[config.mk]
export PLATFORM = sky130hd
export DESIGN_NAME = ppu_palette
export DESIGN_NICKNAME = d
export VERILOG_FILES = /design/src/rtl/ppu_palette.sv
export SDC_FILE = /design/constraint.sdc
export NUM_CORES = 1
export LEC_CHECK = 0
export ABC_AREA = 1
export BUFFER_PORTS_ARGS = -buffer_cell sky130_fd_sc_hd__buf_2
export CAP_MARGIN = 20
export CELL_PAD_IN_SITES_DETAIL_PLACEMENT = 1
export CELL_PAD_IN_SITES_GLOBAL_PLACEMENT = 2
export CORE_MARGIN = 2
export CORE_UTILIZATION = 40
export CTS_BUF_LIST = sky130_fd_sc_hd__clkbuf_4 sky130_fd_sc_hd__clkbuf_8 sky130_fd_sc_hd__clkbuf_16
export DETAILED_ROUTE_END_ITERATION = 7
export PLACE_DENSITY = 0.92
export SLEW_MARGIN = 20
export SYNTH_ARGS = -nofsm -noshare
export SYNTH_HDL_FRONTEND = slang
export SYNTH_SLANG_ARGS = --single-unit
export TNS_END_PERCENT = 5
[constraint.sdc]
create_clock -name clk -period 2.62 [get_ports clk]
set_clock_uncertainty 0.15 [all_clocks]
set_input_delay 0.131 -clock clk [delete_from_list [all_inputs] [get_ports clk]]
set_output_delay 0.131 -clock clk [all_outputs]
set_load 0.02 [all_outputs]
[src/rtl/ppu_palette.sv]
// ppu_palette: palette RAM plus the two-stage pixel back end of the PPU.
// Stage 1 registers the renderer's index and coordinates. Stage 2 looks up
// the palette, applies greyscale and emphasis, and drives the encoder stream.
// CPU accesses to $3F00-$3FFF read and write the same 32x6 array.
module ppu_palette #(
  parameter bit BG_HACK = 1'b1
) (
  input  logic       clk,
  input  logic       rst,
  input  logic [4:0] palette_idx,
  input  logic       frame_on,
  input  logic       render_en,
  input  logic [8:0] y,
  input  logic [8:0] cycle,
  input  logic [13:0] vram_addr,
  input  logic [7:0] ppumask,
  input  logic       cpu_wr,
  input  logic       cpu_rd,
  input  logic [7:0] cpu_din,
  output logic [7:0] cpu_dout,
  output logic [5:0] pix_color,
  output logic [2:0] pix_emph,
  output logic       pix_valid,
  output logic [7:0] pix_x,
  output logic [7:0] pix_y,
  output logic       line_start,
  output logic       frame_start
);

  // $10/$14/$18/$1C alias the backdrop entries $00/$04/$08/$0C
  function automatic logic [4:0] eff(input logic [4:0] a);
    eff = (a[1:0] == 2'b00) ? {1'b0, a[3:0]} : a;
  endfunction

  logic [5:0] pal [32];

  logic       hit;
  logic [4:0] cpu_idx;
  logic [5:0] grey_mask;

  assign hit       = (vram_addr[13:8] == 6'h3F);
  assign cpu_idx   = eff(vram_addr[4:0]);
  assign grey_mask = ppumask[0] ? 6'h30 : 6'h3F;

  logic unused_ok;
  assign unused_ok = ^{cycle[8], cpu_din[7:6], ppumask[4:1], vram_addr[7:5]};

  logic [4:0] s1_idx;
  logic       s1_valid;
  logic [7:0] s1_x;
  logic [7:0] s1_y;
  logic       s1_line;
  logic       s1_frame;

  logic [4:0] s1_idx_nxt;
  logic       s1_line_nxt;

  // Stage-1 index source: renderer pixel, BG_HACK address, or backdrop
  always_comb begin
    s1_idx_nxt = 5'd0;
    if (frame_on) begin
      s1_idx_nxt = palette_idx;
    end else if (BG_HACK && !render_en && hit) begin
      s1_idx_nxt = vram_addr[4:0];
    end
    s1_line_nxt = frame_on && (cycle == 9'd1);
  end

  // Palette RAM: cleared by reset, written by CPU hits
  always_ff @(posedge clk) begin
    if (rst) begin
      for (int i = 0; i < 32; i++) begin
        pal[i] <= 6'd0;
      end
    end else if (cpu_wr && hit) begin
      pal[cpu_idx] <= cpu_din[5:0];
    end
  end

  // CPU read port; reads the pre-write value when a write lands on the same edge
  always_ff @(posedge clk) begin
    if (rst) begin
      cpu_dout <= 8'd0;
    end else if (cpu_rd && hit) begin
      cpu_dout <= {2'b00, pal[cpu_idx] & grey_mask};
    end
  end

  // Stage 1: capture renderer index and pixel coordinates
  always_ff @(posedge clk) begin
    if (rst) begin
      s1_idx   <= 5'd0;
      s1_valid <= 1'b0;
      s1_x     <= 8'd0;
      s1_y     <= 8'd0;
      s1_line  <= 1'b0;
      s1_frame <= 1'b0;
    end else begin
      s1_idx   <= s1_idx_nxt;
      s1_valid <= frame_on;
      s1_x     <= cycle[7:0] - 8'd1;
      s1_y     <= y[7:0];
      s1_line  <= s1_line_nxt;
      s1_frame <= s1_line_nxt && (y == 9'd0);
    end
  end

  // Stage 2: palette lookup, greyscale/emphasis from the current ppumask
  always_ff @(posedge clk) begin
    if (rst) begin
      pix_color   <= 6'd0;
      pix_emph    <= 3'd0;
      pix_valid   <= 1'b0;
      pix_x       <= 8'd0;
      pix_y       <= 8'd0;
      line_start  <= 1'b0;
      frame_start <= 1'b0;
    end else begin
      pix_color   <= pal[eff(s1_idx)] & grey_mask;
      pix_emph    <= ppumask[7:5];
      pix_valid   <= s1_valid;
      pix_x       <= s1_x;
      pix_y       <= s1_y;
      line_start  <= s1_line;
      frame_start <= s1_frame;
    end
  end

endmodule

Word level (Yosys, flattened, before mapping) --
Memories as Yosys holds them, arrays and structs flattened. Cells that the tools add are included.
Word-level totals: register bits 58, input port bits 59, word-level logic and storage cells 43, output and inout port bits 36, memories 1, memory bits (writable) 192
Operators by class: add/subtract/negate cells 1, bitwise operators 2, mux-type cells 13, equality and inequality tests 2, reductions and logical operators 10
Memories:
- pal | words 32, width 6, rd ports 2, clocked after Yosys merged registers in 0, write ports 32, RTL line 35 | logic [5:0] pal [32];
Operators by type and width (number):
- $mux W5 | 5
- $and A6 B6 Y6 | 2
- $eq A9 B1 Y1 const B | 1
- $logic_not A9 Y1 | 1
- $sub A8 B1 Y8 const B | 1
- $eq A6 B6 Y1 const B | 1
- $mux W1 | 6
- $mux W6 | 1
- $reduce_or A6 Y1 | 1
- $logic_and A1 B1 Y1 | 5
- $logic_not A2 Y1 | 2
- $mux W4 | 1
- $logic_not A1 Y1 | 1

Depth between registers and ports, before layout --
Gate-level depths: netlist (run 1).
depth after elaboration 7, gate-level depth with buffers 14, depth with buffers taken out 11

Worst setup path before layout (run 1) --
OpenSTA, ideal clock, no wires.
path kind in2reg, start point input port vram_addr[12], end point memory pal[10][0], enable pin, data required time 2.152 ns, buffers on the path 0, stages on the path 6, arrival time 1.207 ns, setup slack 0.945 ns, library setup time 0.318 ns, path through nand4_1 > nor2_2 > nand3_1 > nor2_4 > nand2_1 > nand2_1
RTL lines:
- from (decl) | RTL line 15 | input logic [13:0] vram_addr,
- to (decl) | RTL line 35

Worst setup path after layout (run 1) --
start point input port cycle[6], end point register s1_line
On the way: cells in the longest elaborated chain, start to end 2
Ends and longest elaborated chain:
- from (decl) | RTL line 14 | input logic [8:0] cycle,
- $eq A9 B1 Y1 | RTL line 66 | s1_line_nxt = frame_on && (cycle == 9'd1);
- $logic_and A1 B1 Y1 | RTL line 66
- to (signal assigned) | RTL line 103 | s1_line <= s1_line_nxt;
- to (decl) | RTL line 52 | logic s1_line;
No other way between the ends. A chain may end at the register's enable or synchronous reset.

==> results of run 1 <==
-- sequential cells by signal, summed over array words and instances (netlist names), 3 cells and up --
| name | flops |
|---|---|
| pal | 192 |
| pix_x | 8 |
| pix_y | 8 |
| s1_x | 8 |
| s1_y | 8 |
| cpu_dout | 6 |
| pix_color | 6 |
| s1_idx | 5 |
| pix_emph | 3 |
-- Yosys cell counts --
library cell and count:
sky130_fd_sc_hd__nor4_1 3, sky130_fd_sc_hd__nor2_2 4, sky130_fd_sc_hd__inv_1 94, sky130_fd_sc_hd__o31ai_1 1, sky130_fd_sc_hd__conb_1 1, sky130_fd_sc_hd__ha_1 2, sky130_fd_sc_hd__nand2_1 368, sky130_fd_sc_hd__buf_6 6
sky130_fd_sc_hd__o21ai_0 122, sky130_fd_sc_hd__a21oi_2 4, sky130_fd_sc_hd__nor3_4 2, sky130_fd_sc_hd__nor2_1 326, sky130_fd_sc_hd__nor2_8 1, sky130_fd_sc_hd__buf_4 9, sky130_fd_sc_hd__nand2_4 3, sky130_fd_sc_hd__buf_1 8
sky130_fd_sc_hd__nand3_1 87, sky130_fd_sc_hd__o2111ai_1 2, sky130_fd_sc_hd__buf_2 34, sky130_fd_sc_hd__nand4_1 12, sky130_fd_sc_hd__or2_2 1, sky130_fd_sc_hd__o211ai_1 30, sky130_fd_sc_hd__clkinv_1 1, sky130_fd_sc_hd__inv_6 2
sky130_fd_sc_hd__nand2_2 15, sky130_fd_sc_hd__o21ai_1 3, sky130_fd_sc_hd__clkbuf_1 32, sky130_fd_sc_hd__xnor2_1 1, sky130_fd_sc_hd__a21oi_1 28, sky130_fd_sc_hd__nor2_4 10, sky130_fd_sc_hd__inv_2 12, sky130_fd_sc_hd__dfxtp_1 58
sky130_fd_sc_hd__o22ai_1 12, sky130_fd_sc_hd__edfxtp_1 192, sky130_fd_sc_hd__nor3_1 1
-- repair_timing --
action / 4_1_cts / 5_1_grt
hold buffers: 49 / 0
hold endpoints to repair: 40 / 0
setup endpoints to repair: 0 / 3
resized for setup: 0 / 1
-- layout make-up --
type                       instances  area share [%]
sequential                       250            47.0
multi-input combinational       1064            32.0
timing repair buffer             172            8.55
clock buffer                      34            5.18
tap                              396            3.36
inverter                         109            2.84
clock inverter                    20            1.04
-- layer usage --
metal  GRT usage, %  share of wire (%)  vias up  wire, um
li1               -                  -     5127         -
met1           33.0                 43     5364     18000
met2           43.8                 48      372     19900
met3           4.02                6.3       74      2620
met4           7.39                2.6        0      1100
met5              0                  0        -         0
-- critical path, delay by kind of cell --
kind | cells | cell delay, ns
and+or+nand+nor | 3 | 0.29
buffers and inverters | 5 | 2.37
-- power groups by stage --
stage / Clock (mW) / Sequential [mW] / Combinational, mW
after floorplan: 0 / 4.63 / 0.592
after detailed placement: 0 / 4.65 / 0.948
after global routing: 4.10 / 4.59 / 1.12
after global placement: 0 / 4.64 / 0.925
after CTS: 3.93 / 4.57 / 1.01
final: 3.90 / 4.57 / 1.02
-- cells by family (layout without fill, tap and decap cells) --
logic type                 after synthesis  after routing
buffers and inverters                  198            335
other                                    1             26
DFF                                    250            250
AOI/OAI and AO/OA                      202            202
and+or+nand+nor                        833            833
adders and majority gates                2              2
xor gates and xnor gates                 1              1
-- how the worst max path moves through the flow --
stage	end
3_5_place_dp	pal[1][2]
3_3_place_gp	pal[5][4]
2_1_floorplan	pal[10][0]
5_1_grt	s1_x[7]
6_report	s1_line
4_1_cts	s1_idx[2]
-- layout by cell type (no fill, tap or decap), drive strengths merged, types with 32 or more instances in the layout --
cell type    synthesis  layout
a21oi               32      32
buf                 57     123
clkbuf              32      34
dfxtp               58      58
dlygate4sd3          0      49
edfxtp             192     192
inv                108     112
nand2              386     386
nand3               87      87
nor2               341     341
o21ai              125     125
-- stage by stage --
stage / hold WS, ns / instance area (um2) / setup slack [ns]
floorplan: 0.0534 / 12500 / 0.945
global placement: 0.159 / 13300 / 0.252
detailed placement: 0.160 / 13300 / 0.110
CTS: 0.0525 / 14700 / 0.113
global route: 0.0573 / 14700 / 0.0966
finish: 0.0450 / 14700 / 0.191
==> metrics.txt, run 1 <==
# TYPE chip_impl_metric gauge
chip_impl_info{name="status",value="finished, final reports clean"} 1
chip_impl_metric{name="detailroute.via_count",unit=""} 10900
chip_impl_metric{name="reg2reg_depth",unit=""} 10
chip_impl_metric{name="netlist_area",unit="um2"} 12400
chip_impl_metric{name="flow.area_growth_from_synthesis",unit="%"} 18.6
chip_impl_metric{name="total_power",unit="mW"} 9.49
chip_impl_metric{name="tightestPinTransition",unit="ns"} 0.757
chip_impl_metric{name="antenna-diode-count",unit=""} 0
chip_impl_metric{name="synthMuxAreaShare",unit="%"} 0
chip_impl_metric{name="max-clock-path-buffers",unit=""} 3
chip_impl_metric{name="proportion_of_power_drawn_by_combinational_gates",unit="%"} 10.7
chip_impl_metric{name="power.share.switching",unit="%"} 26.5
chip_impl_metric{name="ys.warnings.count",unit=""} 0
chip_impl_info{name="synth_top_family_by_area",value="simple AND/OR/NAND/NOR gates"} 1
chip_impl_metric{name="hold_viol_final",unit=""} 0
chip_impl_metric{name="relSlewSlack",unit="%"} 49.5
chip_impl_info{name="ys_top_cells_by_area",value="sky130_fd_sc_hd__edfxtp_1 (46%), sky130_fd_sc_hd__nand2_1 (11%), sky130_fd_sc_hd__nor2_1 (9.8%)"} 1
chip_impl_metric{name="cp_max_fo",unit=""} 3
chip_impl_metric{name="dr_drc_count",unit=""} 0
chip_impl_metric{name="synth_xor_area_share",unit="%"} 0.0705
chip_impl_metric{name="final-max-slew-violation-count",unit=""} 0
chip_impl_metric{name="synth-simple-area-share",unit="%"} 27.9
chip_impl_info{name="root_buffer_selected_by_cts",value="sky130_fd_sc_hd__clkbuf_16"} 1
chip_impl_metric{name="via_count_of_the_first_global_routing_pass",unit=""} 11500
chip_impl_metric{name="dp_hpwl",unit="mm"} 27.7
chip_impl_metric{name="grt_first_pass_wirelength",unit="mm"} 64.6
chip_impl_metric{name="finish.net_count",unit=""} 1687
chip_impl_info{name="critPathMostFrequentCell",value="sky130_fd_sc_hd__dlygate4sd3_1"} 1
chip_impl_metric{name="cts_inserted_buffers",unit=""} 29
chip_impl_metric{name="regToRegSetupSlack",unit="ns"} 0.49
chip_impl_metric{name="cts_post_setup_buffers_inserted",unit=""} 0
chip_impl_metric{name="post-route-util",unit="%"} 48.2
chip_impl_metric{name="synth_compound_area_share",unit="%"} 9.06
chip_impl_info{name="tritoncts_clock_tree",value="done"} 1
chip_impl_metric{name="total_switching_power",unit="mW"} 2.51
chip_impl_info{name="worstSetupStartpoint",value="cycle[6]"} 1
chip_impl_metric{name="globalRoute.totalOverflow",unit=""} 0
chip_impl_metric{name="synth_fa_ha_area_share",unit="%"} 0.201
chip_impl_info{name="min_delay_worst_endpoint",value="pal[13][2]"} 1
chip_impl_info{name="hold_path_class",value="input port to register"} 1
chip_impl_info{name="min_delay_startpoint",value="cpu_din[2]"} 1
chip_impl_info{name="regToRegEndpoint",value="pix_color[1]"} 1
chip_impl_metric{name="h_tree_depth",unit=""} 1
chip_impl_info{name="setup.worst_path.end_class",value="register"} 1
chip_impl_metric{name="drt-pass1-iter-count",unit=""} 5
chip_impl_metric{name="postSynthAreaPerCell",unit="um2"} 8.36
chip_impl_metric{name="timing.final.crit_share",unit="%"} 92.7
chip_impl_metric{name="fp-row-count",unit=""} 64
chip_impl_metric{name="clock.fmax",unit="MHz"} 412
chip_impl_metric{name="peakVddDrop",unit="V"} 0.000465
chip_impl_metric{name="worst-endpoint-arrival",unit="ns"} 2.78
chip_impl_metric{name="wirelength",unit="mm"} 41.7
chip_impl_metric{name="critPathRequiredTime",unit="ns"} 2.97
chip_impl_metric{name="setup-tns-final",unit="ns"} 0
chip_impl_metric{name="top_level_ports",unit=""} 95
chip_impl_metric{name="layout_cells_sized_above_1",unit="%"} 14.0
chip_impl_info{name="regToRegStartpoint",value="s1_idx[0]"} 1
chip_impl_info{name="crit_chain",value="dlygate4sd3_1 > buf_2 > nor2_1 > dlygate4sd3_1 > nand3_1 > dlygate4sd3_1 > nor2_1 > dlygate4sd3_1"} 1
chip_impl_metric{name="placed_cell_count",unit=""} 1942
chip_impl_metric{name="yosysSeqAreaShare",unit="%"} 55.7
chip_impl_metric{name="reg_clk_slew_reported_paths",unit="ns"} 0.06
chip_impl_metric{name="fin_crit",unit="ns"} 2.43
chip_impl_metric{name="floorplan.die_area",unit="um2"} 32500
chip_impl_metric{name="number_of_standard_cells_in_the_layout_taps_in_and_fillers_out",unit=""} 2045
chip_impl_metric{name="drt_first_iter_violations",unit=""} 765
chip_impl_metric{name="global_router_s_overall_resource_usage",unit="%"} 25.4
chip_impl_metric{name="synth_seq_cells",unit=""} 250
chip_impl_metric{name="max_cap_violations",unit=""} 0
chip_impl_metric{name="portBuffers",unit=""} 83
chip_impl_metric{name="number_of_antenna_violations_at_the_first_check_in_global_routing",unit=""} 0
chip_impl_metric{name="wl_per_cell",unit="um"} 20.4
chip_impl_metric{name="core_region_area",unit="um2"} 30600
chip_impl_metric{name="finalSetupViolations",unit=""} 0
chip_impl_metric{name="viasPerCell",unit=""} 5.35
chip_impl_metric{name="cts.sinks",unit=""} 250
chip_impl_metric{name="gp_congestion",unit=""} 0.845
chip_impl_metric{name="critical_path.max_stage_delay",unit="ns"} 0.57
chip_impl_metric{name="static-leakage-power",unit="nW"} 6.28
chip_impl_info{name="synth_largest_area_cell",value="sky130_fd_sc_hd__edfxtp_1"} 1
chip_impl_metric{name="hold_depth",unit=""} 3
chip_impl_metric{name="power_frac_clock",unit="%"} 41.1
chip_impl_info{name="critical_path.slowest_cell",value="sky130_fd_sc_hd__dlygate4sd3_1"} 1
chip_impl_metric{name="multi_input_comb_area",unit="um2"} 4720
chip_impl_metric{name="worstSkewPairLatency",unit="ns"} 0.56
chip_impl_metric{name="post_synth_num_cell_types",unit=""} 35
chip_impl_info{name="rsz0062_at_grt",value="no"} 1
chip_impl_metric{name="filler_cell_count",unit=""} 3626
chip_impl_metric{name="die_width",unit="um"} 180
chip_impl_metric{name="p_int",unit="mW"} 6.97
chip_impl_metric{name="initial_core_util",unit="%"} 40.6
chip_impl_metric{name="chipHeight",unit="um"} 180
chip_impl_metric{name="route.antenna.remaining_nets",unit=""} 0
chip_impl_metric{name="synthDominantCellAreaShare",unit="%"} 46.4
chip_impl_metric{name="grt_max_degree",unit=""} 93
chip_impl_metric{name="post_synth_inst_count",unit=""} 1487
chip_impl_info{name="crit_path_start_kind",value="input port"} 1
chip_impl_metric{name="seqPwrFrac",unit="%"} 48.2
chip_impl_metric{name="ff_latch_area",unit="um2"} 6930
chip_impl_info{name="critPathKind",value="input port to register"} 1
chip_impl_metric{name="powerDensity",unit="nW/um2"} 644
(Power assumes the default switching activity.)
==> inputs of run 2 (changes only) <==
CORE_MARGIN = 10   (was 2)
==> run 2 against run 1 <==
- via count increased by 2.1%
- largest cell class unchanged
- critical endpoint is now s1_x[7]
- cell count is essentially flat
- combinational power is essentially flat
- maximum frequency is 7.2% lower
- sequential power about the same
==> metrics.txt, run 2 (synthesized netlist as in run 1, its figures left out) <==
# TYPE chip_impl_metric gauge
chip_impl_metric{name="layout_cells_sized_above_1",unit="%"} 13.8
chip_impl_metric{name="global_router_s_overall_resource_usage",unit="%"} 22.4
chip_impl_metric{name="powerDensity",unit="nW/um2"} 684
chip_impl_metric{name="detailed_place.area",unit="um2"} 13300
chip_impl_metric{name="fp-row-count",unit=""} 64
chip_impl_info{name="top_register",value="pal"} 1
chip_impl_metric{name="filler_cell_count",unit=""} 3670
chip_impl_metric{name="gp_congestion",unit=""} 0.836
chip_impl_metric{name="initial_core_util",unit="%"} 40.6
chip_impl_metric{name="worst-endpoint-arrival",unit="ns"} 2.89
chip_impl_metric{name="final-max-slew-violation-count",unit=""} 0
chip_impl_metric{name="drt_first_iter_violations",unit=""} 918
chip_impl_metric{name="finish.net_count",unit=""} 1688
chip_impl_metric{name="peakVddDrop",unit="V"} 0.000471
chip_impl_metric{name="grt_first_pass_wirelength",unit="mm"} 67.7
chip_impl_metric{name="floorplan.die_area",unit="um2"} 38500
chip_impl_metric{name="detailroute.via_count",unit=""} 11200
chip_impl_metric{name="critPathRequiredTime",unit="ns"} 2.89
chip_impl_metric{name="chipHeight",unit="um"} 196
chip_impl_info{name="min_delay_startpoint",value="cpu_din[1]"} 1
chip_impl_metric{name="hold_depth",unit=""} 3
chip_impl_info{name="regToRegStartpoint",value="pal[15][2]"} 1
chip_impl_metric{name="setup-tns-final",unit="ns"} 0
chip_impl_metric{name="dr_drc_count",unit=""} 0
chip_impl_metric{name="number_of_antenna_violations_at_the_first_check_in_global_routing",unit=""} 0
chip_impl_metric{name="cts_inserted_buffers",unit=""} 28
chip_impl_metric{name="multi_input_comb_area",unit="um2"} 4720
chip_impl_info{name="tritoncts_clock_tree",value="done"} 1
chip_impl_metric{name="reg_clk_slew_reported_paths",unit="ns"} 0.07
chip_impl_info{name="hold_path_class",value="input port to register"} 1
chip_impl_metric{name="dp_hpwl",unit="mm"} 28.5
chip_impl_metric{name="worstSkewPairLatency",unit="ns"} 0.56
chip_impl_info{name="critical_path.endpoint",value="s1_x[7]"} 1
chip_impl_metric{name="postLayoutSetupSlackWorst",unit="ns"} 0.00257
chip_impl_metric{name="antenna-diode-count",unit=""} 0
chip_impl_metric{name="max_cap_violations",unit=""} 0
chip_impl_metric{name="tightestPinTransition",unit="ns"} 0.878
chip_impl_metric{name="max-clock-path-buffers",unit=""} 3
chip_impl_metric{name="total_power",unit="mW"} 10.2
chip_impl_info{name="most_used_cells_in_the_layout_excluding_fill_and_tap_cells",value="sky130_fd_sc_hd__nand2_1 (368), sky130_fd_sc_hd__nor2_1 (325), sky130_fd_sc_hd__edfxtp_1 (192)"} 1
chip_impl_info{name="worstSetupStartpoint",value="cycle[2]"} 1
chip_impl_metric{name="reg2reg_depth",unit=""} 11
chip_impl_metric{name="grt_max_degree",unit=""} 93
chip_impl_info{name="regToRegEndpoint",value="cpu_dout[2]"} 1
chip_impl_metric{name="regToRegSetupSlack",unit="ns"} 0.50
chip_impl_metric{name="dp_slack",unit="ns"} 0.171
chip_impl_metric{name="wl_per_cell",unit="um"} 21.6
chip_impl_info{name="setup.worst_path.end_class",value="register"} 1
chip_impl_metric{name="die_width",unit="um"} 196
chip_impl_metric{name="cts.sinks",unit=""} 250
chip_impl_info{name="critPathKind",value="input port to register"} 1
chip_impl_metric{name="fin_crit",unit="ns"} 2.62
chip_impl_metric{name="flow.area_growth_from_synthesis",unit="%"} 20.0
chip_impl_metric{name="finalSetupViolations",unit=""} 0
chip_impl_info{name="root_buffer_selected_by_cts",value="sky130_fd_sc_hd__clkbuf_16"} 1
chip_impl_metric{name="timing.final.crit_share",unit="%"} 99.9
chip_impl_metric{name="worst_hold_margin",unit="ns"} 0.0517
chip_impl_metric{name="h_tree_depth",unit=""} 1
chip_impl_metric{name="top_level_ports",unit=""} 95
chip_impl_metric{name="cp_max_fo",unit=""} 4
chip_impl_metric{name="route.antenna.remaining_nets",unit=""} 0
chip_impl_metric{name="via_count_of_the_first_global_routing_pass",unit=""} 11800
chip_impl_metric{name="viasPerCell",unit=""} 5.46
chip_impl_metric{name="design_area",unit="um2"} 14900
chip_impl_metric{name="globalRoute.totalOverflow",unit=""} 0
chip_impl_metric{name="number_of_standard_cells_in_the_layout_taps_in_and_fillers_out",unit=""} 2044
chip_impl_metric{name="ff_latch_area",unit="um2"} 6930
chip_impl_metric{name="static-leakage-power",unit="nW"} 6.37
chip_impl_info{name="crit_path_start_kind",value="input port"} 1
chip_impl_info{name="status",value="finished, final reports clean"} 1
chip_impl_metric{name="hold_viol_final",unit=""} 0
chip_impl_metric{name="post-route-util",unit="%"} 48.8
chip_impl_metric{name="core_region_area",unit="um2"} 30600
chip_impl_metric{name="clock.fmax",unit="MHz"} 382
chip_impl_metric{name="wirelength",unit="mm"} 44.1
chip_impl_metric{name="placed_cell_count",unit=""} 1939
chip_impl_info{name="most_common_cell_after_layout_fill_and_taps_aside",value="sky130_fd_sc_hd__nand2_1"} 1
chip_impl_metric{name="max_ffs_per_register",unit=""} 192
chip_impl_metric{name="drt-pass1-iter-count",unit=""} 5
chip_impl_metric{name="relSlewSlack",unit="%"} 41.5
chip_impl_metric{name="portBuffers",unit=""} 83
[run 2: changes by cell type in the layout (fill, tap and decap cells not counted), moves of 2 or more]
cell,change
sky130_fd_sc_hd__clkinv_2,-2
sky130_fd_sc_hd__dlygate4sd3_1,+2
sky130_fd_sc_hd__bufinv_16,+8
sky130_fd_sc_hd__inv_6,-3
sky130_fd_sc_hd__clkinvlp_4,-4
sky130_fd_sc_hd__clkbuf_4,-2
[run 2: worst max-delay path, stage by stage]
cell,delay [ns]
sky130_fd_sc_hd__dlygate4sd3_1,0.57
sky130_fd_sc_hd__buf_2,0.15
sky130_fd_sc_hd__inv_1,0.12
sky130_fd_sc_hd__nand4_1,0.19
sky130_fd_sc_hd__nor2_2,0.18
sky130_fd_sc_hd__nand2_1,0.10
sky130_fd_sc_hd__o21ai_0,0.17
sky130_fd_sc_hd__dlygate4sd3_1,0.59
sky130_fd_sc_hd__a21oi_1,0.07
sky130_fd_sc_hd__dlygate4sd3_1,0.61
[run 2: layout make-up]
cell class,instances,area share (%)
clock buffers,32,5.02
clock inverters,19,2.19
inverters,109,2.81
multi-input cells,1064,31.7
flip-flops and latches,250,46.4
well taps,396,3.32
repair buffers,174,8.56
[run 2: worst min-delay path by stage]
stage                       endpoint  slack [ns]
after detailed placement    s1_frame        0.16
after global routing      pal[22][2]        0.07
final                     pal[13][1]        0.05
after CTS                 pal[10][2]        0.04
after global placement      s1_frame        0.16
after floorplan              s1_x[0]        0.05
[run 2: what timing repair did]
| action | CTS | global route |
|---|---|---|
| hold buffers | 51 | 0 |
| setup buffers | 0 | 3 |
| endpoints found under the setup margin | 0 | 1 |
| hold endpoints to repair | 35 | 0 |
| resized for setup | 0 | 1 |
[run 2: power by group]
group          switching, mW  internal [mW]  leakage [nW]
Sequential             0.105           4.47          2.31
Clock                   1.68           2.93         0.526
Combinational          0.724          0.306          3.54
[run 2: metal layers]
layer / GRT usage (%) / vias up / wire length [um]
met5: 0 / - / 0
met4: 7.78 / 0 / 1340
met3: 3.99 / 94 / 3050
met2: 38.2 / 416 / 21300
met1: 27.8 / 5520 / 18400
li1: - / 5138 / -
